### config.mk
export PLATFORM = sky130hd
export DESIGN_NAME = updown_mod_counter
export DESIGN_NICKNAME = d
export VERILOG_FILES = /design/src/rtl/updown_mod_counter_pkg.sv /design/src/rtl/updown_mod_counter_strobe_edge_detect.sv /design/src/rtl/updown_mod_counter.sv
export SDC_FILE = /design/constraint.sdc
export NUM_CORES = 1
export LEC_CHECK = 0
export BUFFER_PORTS_ARGS = -buffer_cell sky130_fd_sc_hd__buf_2
export CORE_MARGIN = 2
export CORE_UTILIZATION = 30
export DETAILED_ROUTE_END_ITERATION = 16
export PLACE_DENSITY = 0.6
export SYNTH_ARGS = -nofsm -noshare
export SYNTH_HDL_FRONTEND = slang
export SYNTH_SLANG_ARGS = --single-unit
### constraint.sdc
create_clock -name clk -period 1.6 [get_ports clk]
set_input_delay 0.24 -clock clk [delete_from_list [all_inputs] [get_ports clk]]
set_output_delay 0.24 -clock clk [all_outputs]
set_load 0.03 [all_outputs]
### src/rtl/updown_mod_counter_pkg.sv
// rtl/updown_mod_counter_pkg.sv - shared mode constants for the up/down modulo counter
// Purpose : named values for the SATURATE and EDGE_MODE parameters.
// Ports   : none (package).
package updown_mod_counter_pkg;

  localparam int MODE_WRAP  = 0;  // wrap around at range ends
  localparam int MODE_SAT   = 1;  // hold at range ends
  localparam int EDGE_LEVEL = 0;  // count every enabled cycle the strobe is high
  localparam int EDGE_RISE  = 1;  // count only on a strobe 0->1 transition

endpackage

### src/rtl/updown_mod_counter_strobe_edge_detect.sv
// rtl/updown_mod_counter_strobe_edge_detect.sv - rising-edge detector for a count strobe
// Purpose : flags the cycle in which d is high after being low the cycle before.
// Ports   : clk, reset (sync, active-high), d (strobe in), q_rise (d & ~previous d).
module strobe_edge_detect (
  input  logic clk,
  input  logic reset,
  input  logic d,
  output logic q_rise
);

  logic d_q;

  // History is sampled every cycle, independent of enable or load, so a
  // strobe held high through a load still counts as already seen.
  always_ff @(posedge clk) begin
    if (reset) begin
      d_q <= 1'b0;
    end else begin
      d_q <= d;
    end
  end

  assign q_rise = d & ~d_q;

endmodule

### src/rtl/updown_mod_counter.sv
// rtl/updown_mod_counter.sv - parametrised up/down modulo counter with load, tc and sticky flags
// Purpose : counts 0..MOD-1 up or down, wrapping or saturating at the ends.
// Ports   : clk, reset (sync, active-high), en, count_up, count_down, load,
//           load_val[WIDTH-1:0], clr_flags -> count[WIDTH-1:0] (registered),
//           at_max, at_zero (combinational), tc (registered pulse), ovf, udf (sticky).
module updown_mod_counter
  import updown_mod_counter_pkg::*;
#(
  parameter int WIDTH     = 3,
  parameter int MOD       = 8,
  parameter int SATURATE  = MODE_WRAP,
  parameter int EDGE_MODE = EDGE_LEVEL
) (
  input  logic             clk,
  input  logic             reset,
  input  logic             en,
  input  logic             count_up,
  input  logic             count_down,
  input  logic             load,
  input  logic [WIDTH-1:0] load_val,
  input  logic             clr_flags,
  output logic [WIDTH-1:0] count,
  output logic             at_max,
  output logic             at_zero,
  output logic             tc,
  output logic             ovf,
  output logic             udf
);

  generate
    if (MOD < 2 || MOD > (2 ** WIDTH)) begin : g_bad_mod
      $error("updown_mod_counter: MOD must satisfy 2 <= MOD <= 2**WIDTH");
    end
  endgenerate

  // The top of the count range always fits in WIDTH bits, so no WIDTH+1
  // comparisons are needed, and a full-range modulus wraps with plain rollover.
  localparam logic [WIDTH-1:0] MAX_VAL = WIDTH'(MOD - 1);

  logic up_ev;
  logic dn_ev;
  logic inc;
  logic dec;
  logic [WIDTH-1:0] load_clamped;

  generate
    if (EDGE_MODE == EDGE_RISE) begin : g_edge
      strobe_edge_detect u_up_edge (
        .clk    (clk),
        .reset  (reset),
        .d      (count_up),
        .q_rise (up_ev)
      );
      strobe_edge_detect u_dn_edge (
        .clk    (clk),
        .reset  (reset),
        .d      (count_down),
        .q_rise (dn_ev)
      );
    end else begin : g_level
      assign up_ev = count_up;
      assign dn_ev = count_down;
    end
  endgenerate

  // Opposing events in the same cycle cancel out.
  assign inc = en & up_ev & ~dn_ev;
  assign dec = en & dn_ev & ~up_ev;

  assign load_clamped = (load_val > MAX_VAL) ? MAX_VAL : load_val;

  assign at_max  = (count == MAX_VAL);
  assign at_zero = (count == '0);

  always_ff @(posedge clk) begin
    if (reset) begin
      count <= '0;
      tc    <= 1'b0;
      ovf   <= 1'b0;
      udf   <= 1'b0;
    end else begin
      tc <= 1'b0;
      // Clear first so a boundary event later in this block wins.
      if (clr_flags) begin
        ovf <= 1'b0;
        udf <= 1'b0;
      end
      if (load) begin
        count <= load_clamped;
      end else if (inc) begin
        if (at_max) begin
          tc  <= 1'b1;
          ovf <= 1'b1;
          if (SATURATE == MODE_WRAP) begin
            count <= '0;
          end
        end else begin
          count <= count + WIDTH'(1);
        end
      end else if (dec) begin
        if (at_zero) begin
          tc  <= 1'b1;
          udf <= 1'b1;
          if (SATURATE == MODE_WRAP) begin
            count <= MAX_VAL;
          end
        end else begin
          count <= count - WIDTH'(1);
        end
      end
    end
  end

endmodule

# Yosys cells after proc, flatten, opt, wreduce, memory -nomap -nowiden
# Cells that the tools add are included.
word_totals:
  ff_bits: 6
  input_bits: 10
  word_cells: 36
classes:
  n_addsub: 2
  order_cmp: 1
  n_eq_ne: 1
  n_mux: 19
  bitwise: 6
  reduce_logical: 3
ops:
  columns: ["op", "n"]
  rows:
  - ["2-to-1 mux 3 bit", 6]
  - ["2-to-1 mux 1 bit", 13]
  - ["AND 1 bit", 4]
  - ["adder 3 x 1 -> 3 bit, second input constant", 1]
  - ["equality test 3 bit, second input constant", 1]
  - ["greater-than comparator 3 bit, second input constant", 1]
  - ["logical NOT 3 bit", 1]
  - ["nonzero test 3 bit", 1]
  - ["subtractor 3 x 1 -> 3 bit, second input constant", 1]
  - ["NOT 1 bit", 2]
  - ["OR reduction 2 bit", 1]

# Longest topological paths before layout
depth:
  depth_word: 5
  ltp_mapped: 7
  depth_no_buf: 7

# Worst setup path after synthesis
# OpenSTA, ideal clock, no wires.
synth_timing:
  path_kind: "reg2reg"
  start: "register count[1]"
  end: "register count[1]"
  arrival_ns: 1.584
  required_time_ns: 1.455
  setup_slack_ns: -0.129
  stages_incl_launch_ff: 6
  n_path_buf: 0
  period_less_slack_ns: 1.729
  path_cell_list: "dfxtp_1 > ha_1 > ha_1 > and3b_1 > nor4_1 > a2111oi_2"
synth_via:
  elab_cells_between_ends: 9
  classes_between: "add/sub (2); eq/ne (1); mux (5); reduce/logical (1)"
synth_lines:
  columns: ["element", "line_no", "rtl"]
  rows:
  - ["start: declaration", "updown_mod_counter.sv:22", "output logic [WIDTH-1:0] count,"]
  - ["start signal: assignment", "updown_mod_counter.sv:89", "count <= load_clamped;"]
  - ["start signal: assignment", "updown_mod_counter.sv:98", "count <= count + WIDTH'(1);"]
  - ["start signal: assignment", "updown_mod_counter.sv:108", "count <= count - WIDTH'(1);"]
  - ["equality test 3 bit", "updown_mod_counter.sv:72", "assign at_max = (count == MAX_VAL);"]
  - ["net at_max", "updown_mod_counter.sv:23", "output logic at_max,"]
  - ["2-to-1 mux 3 bit", "updown_mod_counter.sv:91", "if (at_max) begin"]
  - ["2-to-1 mux 3 bit", "updown_mod_counter.sv:90", "end else if (inc) begin"]
  - ["2-to-1 mux 3 bit", "updown_mod_counter.sv:88", "if (load) begin"]
# The timed path passes the listed nets, and every way through them passes these cells. The select of a mux whose other input is x is not followed.
# A chain may end at the register's enable or synchronous reset.

# Worst setup path after layout
layout_timing:
  start: "register count[0]"
  end: "output port at_zero"
layout_via:
  elab_chain_len: 1
layout_lines:
  columns: ["element", "line_no", "rtl"]
  rows:
  - ["logical NOT 3 bit", "updown_mod_counter.sv:73", "assign at_zero = (count == '0);"]
  - ["end: declaration", "updown_mod_counter.sv:24", "output logic at_zero,"]
# No other way between the ends.

==> summary.txt <==
Cells and area
  • Layout Nets: 83
  • Layout cells sized above 1: 0.388
  • Syn-to-layout area delta: 29.5%
  • Final Util: 0.413
  • Most frequent cells in the layout: 17 x buf_2, 8 x inv_1, 4 x nor3_1, 4 x nor2_1, 4 x dfxtp_1
  • Finished Layout Cells: 82
  • N_diodes: 0
  • Commonest non-fill, non-tap cell in the layout: buf_2

Logic synthesis
  • Synth Warn #: 0
  • Main combinational cell family by area after synthesis: compound AO/OA/AOI/OAI gates
  • Syn Nets: between 60 and 70
  • Post-Syn Area per Cell: around 8.5 sq um
  • Adder-cell share of the synthesized area: 0.120
  • Unique masters post-synth: 23
  • Post-synth top area share: 0.289
  • Dominant cells by area after synthesis: dfxtp_1 29%, ha_1 12%, a2111oi_2 11%, inv_1 7.2%, nor3_1 4.8%
  • Syn Inst Count: 49
  • Register bit count reported by yosys: 6
  • Mapped Area: between 400 and 500 sq um
  • XOR/XNOR share of the synthesized area: 0
  • Share of cell area taken by muxes after synthesis: 0
  • Compound-gate portion of the synthesized area: 0.253
  • Seq/Total Area, Yosys: 0.289
  • Simple-gate portion of the synthesized area: 0.244
  • Area leader, netlist: dfxtp_1

Clocking
  • CTS tree: built
  • Clock Tree Buf Depth: 2
  • # resized after CTS: 0
  • Worst-Skew Late Latency: 0.25 ns
  • Post-CTS Setup Bufs: 0
  • Number of H-tree levels: 1
  • Clk slew on worst S/H paths: about 0.050 ns
  • Cts bufs inserted: 3
  • CTS Sinks: 6
  • Hold_buf cts: 0
  • Clock root buffer: clkbuf_4

Timing
  • Fin crit period: about 1.5 ns
  • Unrepaired setup endpoints after global routing: false
  • Fin. Hold Viols: 0
  • Crit share post-route: 0.917
  • Slew margin rel.: 0.737
  • Max-slew violations: 0
  • Fin Setup TNS: 0 ns
  • Worst Tran Pin Value: 0.395 ns
  • Setup violations, final: 0
  • Layout Skew: around 0.0046 ns
  • Max frequency: between 600 and 700 MHz

Detailed routing
  • Vias per Instance: approximately 4.9
  • Drt wl/cell: about 12 um
  • Vias: between 400 and 500
  • Remaining antenna violation count: 0
  • Drt initial violations: 3
  • Post-Route WL: ~980 um
  • DRC Markers: 0
  • Drt first pass iters: 4

Setup path
  • R2R Setup Slk: between 0.1 and 0.15 ns
  • Critical path arrival: between 1 and 1.5 ns
  • Crit Path Category: flip-flop to primary output
  • Reg-to-Reg Start: count[0]$_SDFFE_PP0P_
  • Crit Path Max Fanout: 4
  • Worst R2R End: count[2]$_SDFFE_PP0P_
  • Critical path data required time: roughly 1.4 ns
  • FF-to-FF path depth: 6
  • Critical path launch point type: flip-flop
  • Worst Setup End Kind: primary output

Die
  • Row count: 13
  • Die W: 41.2 um
  • Initial Util: 0.319
  • Chip Height: a little over 40 um
  • Area of the core: around 0.0013 sq mm
  • Top Ports: 18
  • DIE AREA: about 0.0017 sq mm

Place
  • Port Buffer Count: 17
  • Hpwl dp: 791 um
  • Placed Cells: 79
  • Final Wtd Congestion: ~0.83

Global routing
  • GRT Util Overall: 0.138
  • Largest net degree at the start of global routing: 12
  • GRT overflow: 0
  • Initial antenna violation count: 0
  • Global-route wire length before repair: 1.47 mm
  • Vias in the first global route: around 350

Status
  • Status: completed

Flow run
  • MaxCap Viol Count: 0

Power
  • Pwr Density: roughly 800 mW/mm^2
  • Total leakage power: between 0.2 and 0.3 nW
  • Worst vdd ir: 0.210 mV

Worst hold path
  • Min-Delay Path Depth: 3
  • Min-delay src: load_val[1]
  • Endpoint, Worst Hold: count[1]$_SDFFE_PP0P_
  • Hold Crit Class: primary input to flip-flop
==> cells in the mapped netlist, drive strengths merged <==
cell / count
clkbuf: 1
nor2: 4
o32a: 1
a221oi: 1
nand3: 1
nor2b: 1
nor3: 4
nor4: 1
and2b: 1
a21oi: 2
buf: 1
ha: 4
nand2b: 1
nand4: 1
and3b: 2
inv: 8
a2bb2oi: 1
dfxtp: 6
nand2: 1
a211oi: 2
a2111oi: 3
o21a: 1
or2b: 1
==> stage by stage <==
step | hold slack (ns) | cell area [sq um] | setup slack, ns | total power [mW]
floorplan | 0.312 | 420 | 0.0504 | 0.249
global placement | 0.469 | 515 | 0.237 | 0.285
detailed placement | 0.496 | 515 | 0.191 | 0.287
CTS | 0.254 | 538 | 0.116 | 0.437
global route | 0.267 | 538 | 0.0417 | 0.454
finish | 0.255 | 538 | 0.133 | 0.430
==> cells by family (layout without fill, tap and decap cells) <==
family / after synthesis / count (layout)
compound gates: 11 / 11
flops: 6 / 6
buf+inv: 10 / 28
simple gates: 18 / 18
fa+ha+maj: 4 / 4
==> registers in the layout (all words and copies together) (netlist names) <==
register / flops
count: 3
ovf: 1
tc: 1
udf: 1
==> how the worst max path moves through the flow <==
stage / from / to / slack [ns] / cells past startpoint
after floorplan: count[2]$_SDFFE_PP0P_ / count[1]$_SDFFE_PP0P_ / 0.05 / 4
after global placement: count[1]$_SDFFE_PP0P_ / count[1]$_SDFFE_PP0P_ / 0.24 / 5
after detailed placement: count[0]$_SDFFE_PP0P_ / count[2]$_SDFFE_PP0P_ / 0.19 / 6
after CTS: count[0]$_SDFFE_PP0P_ / at_zero / 0.12 / 5
after global routing: count[0]$_SDFFE_PP0P_ / count[2]$_SDFFE_PP0P_ / 0.04 / 6
final: count[0]$_SDFFE_PP0P_ / at_zero / 0.13 / 5
==> report_power, final <==
part           switching [mW]  internal [mW]  total, mW
Sequential            0.00760          0.158      0.166
Clock                  0.0605         0.0853      0.146
Combinational          0.0732         0.0448      0.118
==> worst max-delay path: stages (launching register included) <==
cell and delay [ns]:
dfxtp_2 0.34, inv_1 0.07, ha_1 0.21, nand2b_1 0.12, inv_1 0.07, buf_2 0.17
==> layout make-up <==
cell class,instances,area (sq um)
sequential,6,123
tap,15,18.8
inverter,8,30.0
timing repair buffer,17,85.1
clock buffer,3,22.5
multi-input combinational,33,259
fill,154,763
==> routing by layer <==
metal | track usage | wire, um
met5 | 0 | 0
met4 | 0.0968 | 11
met3 | 0.0163 | 44
met2 | 0.211 | 472
met1 | 0.176 | 449
No activity file was read; power rests on OpenSTA's default activity.
